--- config.mk ---
export PLATFORM = sky130hd
export DESIGN_NAME = tlb_translator
export DESIGN_NICKNAME = d
export VERILOG_FILES = /design/src/rtl/vm_pkg.sv /design/src/rtl/tlb_lru.sv /design/src/rtl/tlb_translator.sv
export SDC_FILE = /design/constraint.sdc
export NUM_CORES = 1
export LEC_CHECK = 0
export ABC_AREA = 1
export CAP_MARGIN = 5
export CORE_UTILIZATION = 40
export DETAILED_ROUTE_END_ITERATION = 10
export PLACE_DENSITY = 0.73
export SETUP_SLACK_MARGIN = 0.02
export SYNTH_ARGS = -nofsm -noshare
export SYNTH_HDL_FRONTEND = slang
export SYNTH_SLANG_ARGS = --single-unit
--- constraint.sdc ---
create_clock -name clk -period 2.2 [get_ports clk]
set_input_delay 0.33 -clock clk [delete_from_list [all_inputs] [get_ports clk]]
set_output_delay 0.33 -clock clk [all_outputs]
set_load 0.01 [all_outputs]
--- src/rtl/vm_pkg.sv ---
// Shared virtual-memory defaults and the translator FSM state encoding.
// Memory and cache blocks import these so page geometry stays consistent.
package vm_pkg;
  localparam int VM_VPN_W    = 6;
  localparam int VM_PPN_W    = 2;
  localparam int VM_OFFSET_W = 8;

  typedef enum logic [2:0] {
    IDLE,
    LOOKUP,
    WALK,
    ISSUE,
    FAULT
  } vm_state_e;
endpackage

--- src/rtl/tlb_lru.sv ---
// True-LRU age tracker: the accessed entry becomes age 0, younger entries age by one.
// Victim is the entry at maximum age; the update is applied one cycle after an access.
module tlb_lru
  import vm_pkg::*;
#(
  parameter int ENTRIES = 4,
  parameter int IDX_W   = $clog2(ENTRIES)
) (
  input  logic             clk,
  input  logic             rst_n,
  input  logic             access_vld,
  input  logic [IDX_W-1:0] access_idx,
  output logic [IDX_W-1:0] victim_idx
);

  logic [IDX_W-1:0] age_q [ENTRIES];

  always_ff @(posedge clk or negedge rst_n) begin
    if (!rst_n) begin
      for (int i = 0; i < ENTRIES; i++) age_q[i] <= IDX_W'(i);
    end else if (access_vld) begin
      for (int i = 0; i < ENTRIES; i++) begin
        if (IDX_W'(i) == access_idx)
          age_q[i] <= '0;
        else if (age_q[i] < age_q[access_idx])
          age_q[i] <= age_q[i] + 1'b1;
      end
    end
  end

  // Ages always form a permutation, so exactly one entry sits at the maximum.
  always_comb begin
    victim_idx = '0;
    for (int i = 0; i < ENTRIES; i++) begin
      if (age_q[i] == IDX_W'(ENTRIES - 1)) victim_idx = IDX_W'(i);
    end
  end

endmodule

--- src/rtl/tlb_translator.sv ---
// Fully-associative TLB: hit -> out_valid 2 cycles after accept, miss 3, page fault pulse 3.
// One request in flight; req_ready only in IDLE, ISSUE holds out_* until out_ready.
module tlb_translator
  import vm_pkg::*;
#(
  parameter int TLB_ENTRIES = 4,
  parameter int VPN_W       = VM_VPN_W,
  parameter int PPN_W       = VM_PPN_W,
  parameter int OFFSET_W    = VM_OFFSET_W
) (
  input  logic                      clk,
  input  logic                      rst_n,
  input  logic                      req_valid,
  output logic                      req_ready,
  input  logic                      req_write,
  input  logic [VPN_W+OFFSET_W-1:0] req_vaddr,
  input  logic [31:0]               req_wdata,
  input  logic                      tlb_flush,
  output logic [VPN_W-1:0]          pt_vpn,
  input  logic [PPN_W-1:0]          pt_ppn,
  input  logic                      pt_hit,
  output logic                      out_valid,
  input  logic                      out_ready,
  output logic                      out_write,
  output logic [PPN_W+OFFSET_W-1:0] out_paddr,
  output logic [31:0]               out_wdata,
  output logic                      page_fault,
  output logic [VPN_W-1:0]          fault_vpn,
  output logic [15:0]               hit_count,
  output logic [15:0]               miss_count
);

  localparam int IDX_W = $clog2(TLB_ENTRIES);

  vm_state_e                 state_q;
  logic                      write_q;
  logic [VPN_W+OFFSET_W-1:0] vaddr_q;
  logic [31:0]               wdata_q;
  logic [TLB_ENTRIES-1:0]    valid_q;
  logic [VPN_W-1:0]          tag_q [TLB_ENTRIES];
  logic [PPN_W-1:0]          ppn_q [TLB_ENTRIES];
  logic [15:0]               hit_cnt_q, miss_cnt_q;
  logic [15:0]               hit_cnt_d, miss_cnt_d;
  logic                      out_valid_q, out_write_q, page_fault_q;
  logic [PPN_W+OFFSET_W-1:0] out_paddr_q;
  logic [31:0]               out_wdata_q;
  logic [VPN_W-1:0]          fault_vpn_q;

  logic [VPN_W-1:0]    vpn;
  logic [OFFSET_W-1:0] offset;
  logic                lu_hit, any_free;
  logic [IDX_W-1:0]    lu_idx, free_idx, victim_idx, alloc_idx;
  logic                lru_vld;
  logic [IDX_W-1:0]    lru_idx;

  assign vpn    = vaddr_q[VPN_W+OFFSET_W-1:OFFSET_W];
  assign offset = vaddr_q[OFFSET_W-1:0];

  always_comb begin
    lu_hit = 1'b0;
    lu_idx = '0;
    for (int i = 0; i < TLB_ENTRIES; i++) begin
      if (valid_q[i] && tag_q[i] == vpn) begin
        lu_hit = 1'b1;
        lu_idx = IDX_W'(i);
      end
    end
  end

  // Descending scan leaves the lowest-index free slot selected.
  always_comb begin
    any_free = 1'b0;
    free_idx = '0;
    for (int i = TLB_ENTRIES - 1; i >= 0; i--) begin
      if (!valid_q[i]) begin
        any_free = 1'b1;
        free_idx = IDX_W'(i);
      end
    end
  end

  assign alloc_idx  = any_free ? free_idx : victim_idx;
  assign lru_vld    = (state_q == LOOKUP && lu_hit) || (state_q == WALK && pt_hit);
  assign lru_idx    = (state_q == LOOKUP) ? lu_idx : alloc_idx;
  assign hit_cnt_d  = (hit_cnt_q  == 16'hFFFF) ? hit_cnt_q  : hit_cnt_q  + 16'd1;
  assign miss_cnt_d = (miss_cnt_q == 16'hFFFF) ? miss_cnt_q : miss_cnt_q + 16'd1;

  tlb_lru #(.ENTRIES(TLB_ENTRIES), .IDX_W(IDX_W)) u_lru (
    .clk        (clk),
    .rst_n      (rst_n),
    .access_vld (lru_vld),
    .access_idx (lru_idx),
    .victim_idx (victim_idx)
  );

  always_ff @(posedge clk or negedge rst_n) begin
    if (!rst_n) begin
      state_q      <= IDLE;
      write_q      <= 1'b0;
      vaddr_q      <= '0;
      wdata_q      <= '0;
      valid_q      <= '0;
      for (int i = 0; i < TLB_ENTRIES; i++) begin
        tag_q[i] <= '0;
        ppn_q[i] <= '0;
      end
      hit_cnt_q    <= '0;
      miss_cnt_q   <= '0;
      out_valid_q  <= 1'b0;
      out_write_q  <= 1'b0;
      out_paddr_q  <= '0;
      out_wdata_q  <= '0;
      page_fault_q <= 1'b0;
      fault_vpn_q  <= '0;
    end else begin
      page_fault_q <= 1'b0;
      case (state_q)
        IDLE: begin
          if (tlb_flush) begin
            valid_q <= '0;
          end else if (req_valid) begin
            write_q <= req_write;
            vaddr_q <= req_vaddr;
            wdata_q <= req_wdata;
            state_q <= LOOKUP;
          end
        end
        LOOKUP: begin
          if (lu_hit) begin
            hit_cnt_q   <= hit_cnt_d;
            out_valid_q <= 1'b1;
            out_write_q <= write_q;
            out_paddr_q <= {ppn_q[lu_idx], offset};
            out_wdata_q <= wdata_q;
            state_q     <= ISSUE;
          end else begin
            miss_cnt_q <= miss_cnt_d;
            state_q    <= WALK;
          end
        end
        WALK: begin
          if (pt_hit) begin
            valid_q[alloc_idx] <= 1'b1;
            tag_q[alloc_idx]   <= vpn;
            ppn_q[alloc_idx]   <= pt_ppn;
            out_valid_q        <= 1'b1;
            out_write_q        <= write_q;
            out_paddr_q        <= {pt_ppn, offset};
            out_wdata_q        <= wdata_q;
            state_q            <= ISSUE;
          end else begin
            page_fault_q <= 1'b1;
            fault_vpn_q  <= vpn;
            state_q      <= FAULT;
          end
        end
        ISSUE: begin
          if (out_ready) begin
            out_valid_q <= 1'b0;
            state_q     <= IDLE;
          end
        end
        FAULT:   state_q <= IDLE;
        default: state_q <= IDLE;
      endcase
    end
  end

  assign req_ready  = (state_q == IDLE) && !tlb_flush;
  assign pt_vpn     = vpn;
  assign out_valid  = out_valid_q;
  assign out_write  = out_write_q;
  assign out_paddr  = out_paddr_q;
  assign out_wdata  = out_wdata_q;
  assign page_fault = page_fault_q;
  assign fault_vpn  = fault_vpn_q;
  assign hit_count  = hit_cnt_q;
  assign miss_count = miss_cnt_q;

endmodule

==> results of run 1 <==
==> registers in the layout, summed over array words and instances (netlist names), 3 cells and up <==
signal,cells
miss_count,16
fault_vpn,6
out_wdata,32
tag_q,24
out_paddr,10
wdata_q,32
state_q,3
valid_q,4
u_lru.age_q,8
hit_count,16
ppn_q,8
vaddr_q,14
==> cells in the mapped netlist (3+ instances only) <==
cell type / n / area share (%)
sky130_fd_sc_hd__buf_2: 6 / 0.37
sky130_fd_sc_hd__inv_2: 7 / 0.32
sky130_fd_sc_hd__nor2_1: 56 / 2.6
sky130_fd_sc_hd__nand3_2: 3 / 0.37
sky130_fd_sc_hd__a31oi_1: 3 / 0.23
sky130_fd_sc_hd__xnor2_1: 14 / 1.5
sky130_fd_sc_hd__ha_1: 5 / 0.76
sky130_fd_sc_hd__a21oi_1: 18 / 1.1
sky130_fd_sc_hd__nor4_1: 9 / 0.69
sky130_fd_sc_hd__o21ai_0: 50 / 3.1
sky130_fd_sc_hd__nand3_1: 47 / 2.9
sky130_fd_sc_hd__dfstp_2: 4 / 1.3
sky130_fd_sc_hd__clkbuf_1: 10 / 0.46
sky130_fd_sc_hd__nor3_1: 11 / 0.67
sky130_fd_sc_hd__nand2_1: 307 / 14
sky130_fd_sc_hd__dfrtp_1: 173 / 53
sky130_fd_sc_hd__nand4_1: 7 / 0.54
sky130_fd_sc_hd__mux2_2: 41 / 5.6
sky130_fd_sc_hd__buf_4: 12 / 1.1
sky130_fd_sc_hd__xor2_1: 20 / 2.1
sky130_fd_sc_hd__inv_1: 77 / 3.5
sky130_fd_sc_hd__nand2_2: 18 / 1.4
==> how the worst min path moves through the flow <==
| stage | endpoint | slack, ns | cells after the start |
|---|---|---|---|
| 3_5_place_dp | tag_q[15] | 0.33 | 1 |
| 4_1_cts | wdata_q[5] | 0.45 | 2 |
| 5_1_grt | vaddr_q[8] | 0.48 | 3 |
| 3_3_place_gp | tag_q[15] | 0.32 | 1 |
| 2_1_floorplan | fault_vpn[0] | 0.03 | 0 |
| 6_report | out_paddr[9] | 0.43 | 2 |
==> stage by stage <==
step,power [µW],hold WS [ns],util [%],area [µm²]
floorplan,8490,0.0344,-,8180
global placement,10500,0.325,50.9,10100
detailed placement,10700,0.333,50.9,10100
CTS,13700,0.448,54.0,10700
global route,14900,0.482,55.1,10900
finish,13900,0.433,55.1,10900
==> critical path, delay by kind of cell (launching register included) <==
| family | cells | cell delay (ns) |
|---|---|---|
| buffers and inverters | 1 | 0.16 |
| flip-flops | 1 | 0.46 |
| AND/OR/NAND/NOR | 14 | 1.42 |
==> power by group <==
part           total (µW)  internal [µW]  switching [µW]
combinational        5590           2640            2950
sequential           5360           4520             844
clock                2930           1510            1430
total               13900           8670            5220
==> timing repair <==
action                                 4_1_cts  5_1_grt
endpoints found under the hold margin       45        0
pin swaps                                    1       17
resized for setup                            3       35
cloned                                       0        4
buffers inserted                             2        9
hold buffers                                 1        0
setup endpoints to repair                   34       75
==> area by class of cell <==
| class | count | share of cell area, % |
|---|---|---|
| flip-flops and latches | 177 | 40.7 |
| multi-input cells | 632 | 31.1 |
| repair buffers | 188 | 16.9 |
| clock buffers | 18 | 3.94 |
| well taps | 265 | 3.04 |
| inverters | 84 | 3.02 |
| clock inverters | 14 | 1.30 |
==> cells by family after synthesis <==
kind of cell | Yosys count | share of synthesized area (%)
mux | 41 | 5.65
simple gates | 468 | 24.4
fa+ha+maj | 5 | 0.765
buf+inv | 114 | 6.06
flops | 177 | 54.2
xor+xnor | 34 | 3.64
compound gates | 80 | 5.26
==> placed cells by master, fill, tap and decap left out, types with 5 or more instances in the layout <==
master                            synthesis  final
sky130_fd_sc_hd__nand2_1                307    305
sky130_fd_sc_hd__clkdlybuf4s50_1          0    142
sky130_fd_sc_hd__nand4_1                  7      7
sky130_fd_sc_hd__xor2_1                  20     20
sky130_fd_sc_hd__buf_4                   12     38
sky130_fd_sc_hd__nand3_2                  3      8
sky130_fd_sc_hd__inv_2                    7      5
sky130_fd_sc_hd__buf_12                   0      5
sky130_fd_sc_hd__xnor2_1                 14     12
sky130_fd_sc_hd__nor3_1                  11     10
sky130_fd_sc_hd__nand3_1                 47     43
sky130_fd_sc_hd__nor2_1                  56     53
sky130_fd_sc_hd__clkbuf_16                0     17
sky130_fd_sc_hd__dfrtp_1                173    169
sky130_fd_sc_hd__nand2_2                 18     18
sky130_fd_sc_hd__o21ai_0                 50     48
sky130_fd_sc_hd__inv_1                   77     74
sky130_fd_sc_hd__nor4_1                   9      8
sky130_fd_sc_hd__a21oi_1                 18     16
sky130_fd_sc_hd__nand2_4                  2      7
sky130_fd_sc_hd__mux2_2                  41     41
==> routing by layer <==
layer  share of wire [%]  vias to the layer above  routed length [µm]
met2                  45                      241                8920
li1                    -                     3287                   -
met1                  44                     3174                8580
met4                 1.4                        0                 267
met5                   0                        -                   0
met3                 9.5                       15                1870
==> results_dict.tcl, run 1 <==
set metrics [dict create \
    status "complete, no violations" \
    critical_path.startpoint_type "register" \
    num_vias 6717 \
    clock_skew_ns 0.0188 \
    clk-insertion-delay-late_ns 0.44 \
    postLayoutSetupSlackWorst_ns 0.0408 \
    area.sequential_um2 4440 \
    grt_overflow 0 \
    endpoint_kind "register" \
    routed_wire_length_per_instance_um 14.2 \
    chipWidth_um 145 \
    cp.arrival_ns 2.48 \
    first_iter_violations 346 \
    critical_path_required_ns 2.52 \
    met1_usage_pct 25.1 \
    grt_pass1_vias 6482 \
    critPathKind "reg2reg" \
    numClockSinks 177 \
    nets_in_the_synthesized_netlist 979 \
    instances_no_fill 1378 \
    placement.setup.worst_slack_ns -0.0136 \
    classification_of_the_worst_slack_hold_path "in2async" \
    fillers 1769 \
    hold_violations 0 \
    drc 0 \
    synth_cells 919 \
    dieArea_um2 21000 \
    global_route.usage.total_pct 19.3 \
    core-area_um2 19800 \
    cell_repeated_most_along_the_worst_path "sky130_fd_sc_hd__nand2_1" \
    numCtsBuffers 17 \
    worst-r2r-cell-count 15 \
    power.density_nw_per_um2 1270 \
    placedCellCount 1330 \
    port_buffers 144 \
    critical_path.cell_chain "buf_4, nand2_1, nand2_1, nor3_2, nand2_2, nand3_1, nand2_4, nand3_1, nand2_1, nor2_4, nand3_1, nand2_2, nand2_2, nand2_1, nand2_1" \
    global_route_wire_length_before_repair_mm 32.7 \
    worst_slew_margin_rel_pct 65.2 \
    totalNegativeSetupSlack_ns 0 \
    synth_enable_flop_cells 0 \
    gp_congestion 0.913 \
    crit_start "vaddr_q[10]" \
    post-dp-hpwl_mm 13.7 \
    highest_attainable_clock_frequency_mhz 463 \
    rr_endpoint "u_lru.age_q[2]" \
    timing_worst_slew_pin_value_ns 0.521 \
    largest_net_degree_at_the_start_of_global_routing 54 \
    power_leakage_uw 0.00504 \
    cts-htree-levels 4 \
    vdd_drop_max_uv 718 \
    finalWorstPathRequiredPeriod_ns 2.16 \
    synth.yosys.warnings 0 \
    yosysUniqueCellTypes 35 \
    max_cap_viol_count 0 \
    final-setup-viol-count 0 \
    antenna_violations_before_repair 0 \
    clock-root-buffer "sky130_fd_sc_hd__clkbuf_16" \
    grtUsageMet2_pct 30.2 \
    finalCritPeriodShare_pct 98.1 \
    clock_path_buffers 2 \
    use_met3_pct 7.39 \
    finalNetCount 1160 \
    postRouteWirelength_mm 19.6 \
    ys_dominant_reg_cell "sky130_fd_sc_hd__dfrtp_1" \
    r2r-start "vaddr_q[10]" \
    synth.ff_latch_count 177 \
    via_count_normalized_by_instance_count 4.87 \
    synth_seq_area_share_pct 54.2 \
    multi_input_area_um2 3390 \
    slew_violations 0 \
    die_h_um 145 \
    final_layout_size_suffix_gt1_share_pct 16.6 \
    rows 51 \
    post_synth.cell_area_avg_um2 8.90 \
    grt_busiest_layer "met2" \
    initial_core_util_pct 41.3 \
    antenna_violating_nets_post_route 0 \
    clkSlewWorstSetupHoldPaths_ns 0.07 \
    post_synthesis_cell_area_um2 8180 \
    grt_setup_unrepaired "yes" \
    drtPass1Iterations 5 \
    crit_path_top_delay_cell "sky130_fd_sc_hd__dfrtp_2" \
    area_growth_pct 33.2 \
    num_antenna_cells 0 \
    worst_setup_path_endpoint "u_lru.age_q[2]" \
    async_flop_share_pct 100 \
    crit_path_max_fanout 7 \
    biggest_cell_delay_along_the_critical_path_ns 0.46 \
    io_pins 145 \
    cts_tree "done" \
    timing.reg2reg.setup_slack_ns 0.04 \
]
No activity file was read; power rests on OpenSTA's default activity.
==> inputs of run 2 (changes only) <==
--- a/config.mk
+++ b/config.mk
@@ -5,11 +5,11 @@
 export SDC_FILE = /design/constraint.sdc
 export NUM_CORES = 1
 export LEC_CHECK = 0
-export ABC_AREA = 1
 export CAP_MARGIN = 5
 export CORE_UTILIZATION = 40
 export DETAILED_ROUTE_END_ITERATION = 10
-export PLACE_DENSITY = 0.73
+export HOLD_SLACK_MARGIN = 0.15
+export PLACE_DENSITY = 0.74
 export SETUP_SLACK_MARGIN = 0.02
 export SYNTH_ARGS = -nofsm -noshare
 export SYNTH_HDL_FRONTEND = slang
==> constraint.sdc (replaced) <==
create_clock -name clk -period 2.4 [get_ports clk]
set_input_delay 0.36 -clock clk [delete_from_list [all_inputs] [get_ports clk]]
set_output_delay 0.36 -clock clk [all_outputs]
set_load 0.01 [all_outputs]
==> results_dict.tcl, run 2 <==
set metrics [dict create \
    num_antenna_cells 0 \
    worst_slew_margin_rel_pct 63.7 \
    initial_core_util_pct 41.4 \
    synth.yosys.warnings 0 \
    power.density_nw_per_um2 1240 \
    highest_attainable_clock_frequency_mhz 387 \
    post_synth.cell_area_avg_um2 13.1 \
    power_leakage_uw 0.00481 \
    global_route.usage.total_pct 19.8 \
    synth_enable_flop_cells 0 \
    drc 0 \
    clkSlewWorstSetupHoldPaths_ns 0.07 \
    yosysTopAreaCellShare_pct 55.2 \
    critical_path_required_ns 2.71 \
    io_pins 145 \
    die_h_um 142 \
    finalNetCount 876 \
    timing.reg2reg.setup_slack_ns -0.19 \
    status "complete, but fails checks" \
    rr_endpoint "out_paddr[9]" \
    cts_tree "done" \
    via_count_normalized_by_instance_count 5.09 \
    synth.most_common_cell "sky130_fd_sc_hd__dfrtp_1" \
    placedCellCount 1045 \
    critical_path.startpoint_type "register" \
    instances_no_fill 1088 \
    crit_path_max_fanout 7 \
    synth_top_cell_by_area "sky130_fd_sc_hd__dfrtp_1" \
    port_buffers 144 \
    violations "negative setup slack" \
    synth_cells 597 \
    cts-htree-levels 4 \
    clock-root-buffer "sky130_fd_sc_hd__clkbuf_16" \
    cp.arrival_ns 2.89 \
    numCtsBuffers 17 \
    global_route_wire_length_before_repair_mm 30.9 \
    endpoint_kind "register" \
    timing_worst_slew_pin_value_ns 0.544 \
    max_cap_viol_count 0 \
    slew_violations 0 \
    area_growth_pct 41.4 \
    drtPass1Iterations 5 \
    post-dp-hpwl_mm 13.6 \
    nets_in_the_synthesized_netlist 657 \
    grt_overflow 0 \
    yosysUniqueCellTypes 55 \
    ys_dominant_reg_cell "sky130_fd_sc_hd__dfrtp_1" \
    hold_violations 0 \
    most-common-layout-cells "sky130_fd_sc_hd__dfrtp_1, sky130_fd_sc_hd__clkdlybuf4s50_1, sky130_fd_sc_hd__mux2_2" \
    total_power_uw 13800 \
    clock_skew_ns 0.0153 \
    postRouteWirelength_mm 18.9 \
    clk-insertion-delay-late_ns 0.42 \
    first_iter_violations 265 \
    critPathKind "reg2reg" \
    rows 50 \
    antenna_violating_nets_post_route 0 \
    final_layout_size_suffix_gt1_share_pct 36.1 \
    core-area_um2 19000 \
    synth_seq_area_share_pct 56.5 \
    numClockSinks 177 \
    gp_congestion 0.843 \
    worst-r2r-cell-count 9 \
    num_vias 5539 \
    postLayoutSetupSlackWorst_ns -0.185 \
    post_synthesis_cell_area_um2 7850 \
    clock_path_buffers 2 \
    antenna_violations_before_repair 0 \
    vdd_drop_max_uv 751 \
    fillers 1522 \
    finalWorstPathRequiredPeriod_ns 2.59 \
    ys_top_cells_by_count "sky130_fd_sc_hd__dfrtp_1, sky130_fd_sc_hd__mux2_2, sky130_fd_sc_hd__nor2_1" \
    grt_pass1_vias 5963 \
    largest_net_degree_at_the_start_of_global_routing 63 \
    classification_of_the_worst_slack_hold_path "in2async" \
    dieArea_um2 20200 \
    ys_top_cells_by_area "sky130_fd_sc_hd__dfrtp_1, sky130_fd_sc_hd__mux2_2, sky130_fd_sc_hd__xnor2_1, sky130_fd_sc_hd__xor2_1, sky130_fd_sc_hd__nor2_1" \
    chipWidth_um 142 \
    async_flop_share_pct 100 \
    r2r-start "vaddr_q[10]" \
    routed_wire_length_per_instance_um 17.4 \
    mostFrequentLayoutCell "sky130_fd_sc_hd__dfrtp_1" \
    placement.setup.worst_slack_ns -0.352 \
    synth.ff_latch_count 177 \
    final-setup-viol-count 54 \
    grt_setup_unrepaired "yes" \
    finalCritPeriodShare_pct 108 \
]
-- run 2: cell types whose count changed in the layout (fill, tap and decap cells not counted), moves of 11 or more --
cell                      before  now
sky130_fd_sc_hd__xnor2_1      12   23
sky130_fd_sc_hd__nand2_1     305   26
sky130_fd_sc_hd__inv_1        74   11
sky130_fd_sc_hd__nor2_1       53   26
sky130_fd_sc_hd__mux2_2       41   99
sky130_fd_sc_hd__o21ai_0      48    9
sky130_fd_sc_hd__buf_4        38   70
sky130_fd_sc_hd__mux2_4        0   30
sky130_fd_sc_hd__nand3_1      43   14
sky130_fd_sc_hd__nand2_2      18    4
-- run 2: what timing repair did --
item	CTS	global route
setup endpoints to repair	73	75
pin swaps	11	10
hold endpoints to repair	54	0
hold buffers	1	0
gates resized for setup	43	9
buffers inserted	9	2
cloned	0	0
-- run 2: where the power goes --
part / leakage (µW) / switching, µW / total (µW) / internal, µW
Combinational: 0.00233 / 2410 / 5860 / 3460
Sequential: 0.00221 / 917 / 5130 / 4210
Clock: 0.000268 / 1220 / 2790 / 1570
-- run 2: per-stage QoR --
stage	TNS [ns]	utilization (%)	hold WS [ns]	area (µm²)
global route	-15.41	58.5	0.512	11100
floorplan	-7.94	-	0.0644	7990
detailed placement	-15.57	53.7	0.363	10200
CTS	-8.81	58.2	0.484	11000
finish	-7.44	58.5	0.479	11100
global placement	-9.80	53.7	0.343	10200
-- run 2: worst max-delay path, stage by stage, from the launching register on --
cell and delay [ns]:
sky130_fd_sc_hd__dfrtp_2 0.48, sky130_fd_sc_hd__xor2_1 0.22, sky130_fd_sc_hd__nor4_4 0.39, sky130_fd_sc_hd__nor4_2 0.11, sky130_fd_sc_hd__or3b_1 0.43, sky130_fd_sc_hd__a21oi_4 0.18
sky130_fd_sc_hd__buf_12 0.16, sky130_fd_sc_hd__buf_4 0.11, sky130_fd_sc_hd__buf_6 0.10, sky130_fd_sc_hd__mux2_4 0.29
-- run 2: final cells by class --
class                   instances  area (µm²)  share of cell area (%)
clock inverters                13         149                    1.34
multi-input cells             381        3490                    31.5
flip-flops and latches        177        4440                    40.0
well taps                     260         325                    2.93
repair buffers                228        2200                    19.9
inverters                      11        41.3                   0.372
clock buffers                  18         439                    3.96
-- run 2: kinds of logic after synthesis --
| kind of cell | Yosys count | share of synthesized area [%] |
|---|---|---|
| compound gates | 57 | 5.60 |
| flops | 177 | 56.5 |
| xor+xnor | 54 | 6.03 |
| mux | 136 | 19.4 |
| buf+inv | 39 | 2.79 |
| simple gates | 129 | 8.85 |
| fa+ha+maj | 5 | 0.797 |
-- run 2: worst max path at each step --
stage | depth (start not counted) | slack (ns) | start | end
after floorplan | 9 | -0.20 | vaddr_q[10] | out_wdata[10]
after global placement | 9 | -0.21 | vaddr_q[10] | out_wdata[8]
after detailed placement | 11 | -0.35 | vaddr_q[10] | u_lru.age_q[1]
after CTS | 9 | -0.22 | vaddr_q[12] | out_wdata[11]
after global routing | 10 | -0.36 | vaddr_q[10] | u_lru.age_q[6]
final | 9 | -0.19 | vaddr_q[10] | out_paddr[9]
-- run 2: per-layer routing --
metal / track usage (%) / wire length (µm) / up-vias
met5: 0 / 0 / -
met4: 6.68 / 290 / 0
met3: 5.85 / 1100 / 18
met2: 33.2 / 9490 / 166
met1: 24.4 / 8030 / 2808
li1: - / - / 2547
==> inputs of run 3 (changes only) <==
--- a/config.mk
+++ b/config.mk
@@ -5,11 +5,12 @@
 export SDC_FILE = /design/constraint.sdc
 export NUM_CORES = 1
 export LEC_CHECK = 0
+export ABC_AREA = 1
 export CAP_MARGIN = 5
 export CORE_UTILIZATION = 40
 export DETAILED_ROUTE_END_ITERATION = 10
 export HOLD_SLACK_MARGIN = 0.15
-export PLACE_DENSITY = 0.74
+export PLACE_DENSITY = 0.73
 export SETUP_SLACK_MARGIN = 0.02
 export SYNTH_ARGS = -nofsm -noshare
 export SYNTH_HDL_FRONTEND = slang
==> results_dict.tcl, run 3 (same netlist as run 1, synthesis figures left out) <==
set metrics [dict create \
    status "complete, no violations" \
    num_vias 6565 \
    endpoint_kind "register" \
    hold_slack_ns 0.382 \
    post-dp-hpwl_mm 13.8 \
    clk-insertion-delay-late_ns 0.43 \
    grt_setup_unrepaired "no" \
    route.top_layer_used "met4" \
    hold_violations 0 \
    critPathKind "reg2reg" \
    grt_pass1_vias 6551 \
    detailroute.wirelength.met2_mm 8.35 \
    grt_overflow 0 \
    antenna_violations_before_repair 0 \
    timing.reg2reg.setup_slack_ns 0.21 \
    routed_wire_length_per_instance_um 14.1 \
    io_pins 145 \
    cp.arrival_ns 2.52 \
    slew_violations 0 \
    numClockSinks 177 \
    crit_path_max_fanout 5 \
    mostFrequentLayoutCell "sky130_fd_sc_hd__nand2_1" \
    finalNetCount 1141 \
    cts-htree-levels 4 \
    critical_path.startpoint_type "register" \
    rows 51 \
    clock-root-buffer "sky130_fd_sc_hd__clkbuf_16" \
    largest_net_degree_at_the_start_of_global_routing 51 \
    dieArea_um2 21000 \
    initial_core_util_pct 41.3 \
    drc 0 \
    die_h_um 145 \
    postLayoutCellArea_um2 10700 \
    area_growth_pct 30.8 \
    vdd_drop_max_uv 616 \
    fillers 1773 \
    global_route.usage.total_pct 19.3 \
    chipWidth_um 145 \
    total_power_uw 12700 \
    power_leakage_uw 0.00497 \
    timing_worst_slew_pin_value_ns 0.550 \
    gp_congestion 0.904 \
    clkSlewWorstSetupHoldPaths_ns 0.07 \
    max_cap_viol_count 0 \
    finalCritPeriodShare_pct 91.4 \
    first_iter_violations 371 \
    cts_tree "done" \
    num_antenna_cells 0 \
    worst_slew_margin_rel_pct 63.3 \
    post_dp_area_um2 9990 \
    postRouteWirelength_mm 19.2 \
    clock_path_buffers 2 \
    clock_skew_ns 0.00945 \
    wl_met3_mm 1.75 \
    drtPass1Iterations 4 \
    m1WireLength_mm 8.67 \
    finalWorstPathRequiredPeriod_ns 2.19 \
    power.density_nw_per_um2 1180 \
    totalNegativeSetupSlack_ns 0 \
    classification_of_the_worst_slack_hold_path "in2async" \
    numCtsBuffers 17 \
    critical_path_required_ns 2.72 \
    core-area_um2 19800 \
    global_route_wire_length_before_repair_mm 32.7 \
    highest_attainable_clock_frequency_mhz 456 \
    via_count_normalized_by_instance_count 4.83 \
    final_layout_size_suffix_gt1_share_pct 14.0 \
    port_buffers 144 \
    final-setup-viol-count 0 \
    antenna_violating_nets_post_route 0 \
    most-common-layout-cells "sky130_fd_sc_hd__nand2_1, sky130_fd_sc_hd__dfrtp_1, sky130_fd_sc_hd__clkdlybuf4s50_1" \
]
==> run 3: worst paths after layout <==
path                                startpoint             end  cells past startpoint
worst max-delay path            u_lru.age_q[3]  u_lru.age_q[7]                     14
worst min-delay path                     rst_n    hit_count[5]                      2
worst max register to register  u_lru.age_q[3]  u_lru.age_q[7]                     14
worst min register to register     wdata_q[19]   out_wdata[19]                      2
max in group asynchronous                rst_n  u_lru.age_q[0]                      3
min in group clk                   wdata_q[19]   out_wdata[19]                      2
==> run 3: worst max-delay path: stages, from the launching register on <==
cell	delay (ns)
sky130_fd_sc_hd__dfstp_2	0.55
sky130_fd_sc_hd__ha_2	0.18
sky130_fd_sc_hd__inv_1	0.04
sky130_fd_sc_hd__a21oi_1	0.13
sky130_fd_sc_hd__nand2_1	0.07
sky130_fd_sc_hd__o211ai_1	0.18
sky130_fd_sc_hd__nand2_2	0.18
sky130_fd_sc_hd__nand4_1	0.16
sky130_fd_sc_hd__nand2_2	0.07
sky130_fd_sc_hd__nor2_4	0.15
sky130_fd_sc_hd__nand3_1	0.11
sky130_fd_sc_hd__nand2_2	0.10
sky130_fd_sc_hd__nand2_2	0.05
sky130_fd_sc_hd__nand2_1	0.06
sky130_fd_sc_hd__nand2_1	0.05
==> run 3: routing by layer <==
metal	track usage [%]	up-vias
met1	25.3	3076
met4	6.91	0
met2	28.9	206
met3	7.61	32
met5	0	-
li1	-	3251
==> run 3: final cells by class <==
class | count | area [µm²] | share of cell area [%]
Multi-Input combinational cell | 630 | 3290 | 30.7
Sequential cell | 177 | 4440 | 41.5
Clock inverter | 14 | 165 | 1.54
Clock buffer | 18 | 439 | 4.11
Tap cell | 265 | 332 | 3.10
Inverter | 84 | 318 | 2.97
Timing Repair Buffer | 171 | 1710 | 16.0
==> run 3: stage by stage <==
| step | utilization, % | setup WS (ns) | instances |
|---|---|---|---|
| final | 54.1 | 0.208 | 1359 |
| after global routing | 54.1 | 0.0149 | 1359 |
| after CTS | 53.6 | 0.0717 | 1352 |
| after detailed placement | 50.5 | 0.147 | 1319 |
| after global placement | 50.5 | 0.167 | 1319 |
| after floorplan | - | 0.407 | 919 |
==> run 3: repair_timing <==
action	CTS	global route
resized for setup	1	13
cloned	0	2
buffers inserted	0	5
hold endpoints to repair	27	0
setup endpoints to repair	1	28
hold buffers	1	0
pin swaps	0	4
==> run 3: where the power goes <==
| part | internal [µW] | switching (µW) | total [µW] | leakage, µW |
|---|---|---|---|---|
| Clock | 1600 | 1260 | 2860 | 0.000295 |
| Sequential | 4150 | 777 | 4920 | 0.00222 |
| Combinational | 2270 | 2600 | 4870 | 0.00245 |
| Total | 8020 | 4640 | 12700 | 0.00497 |
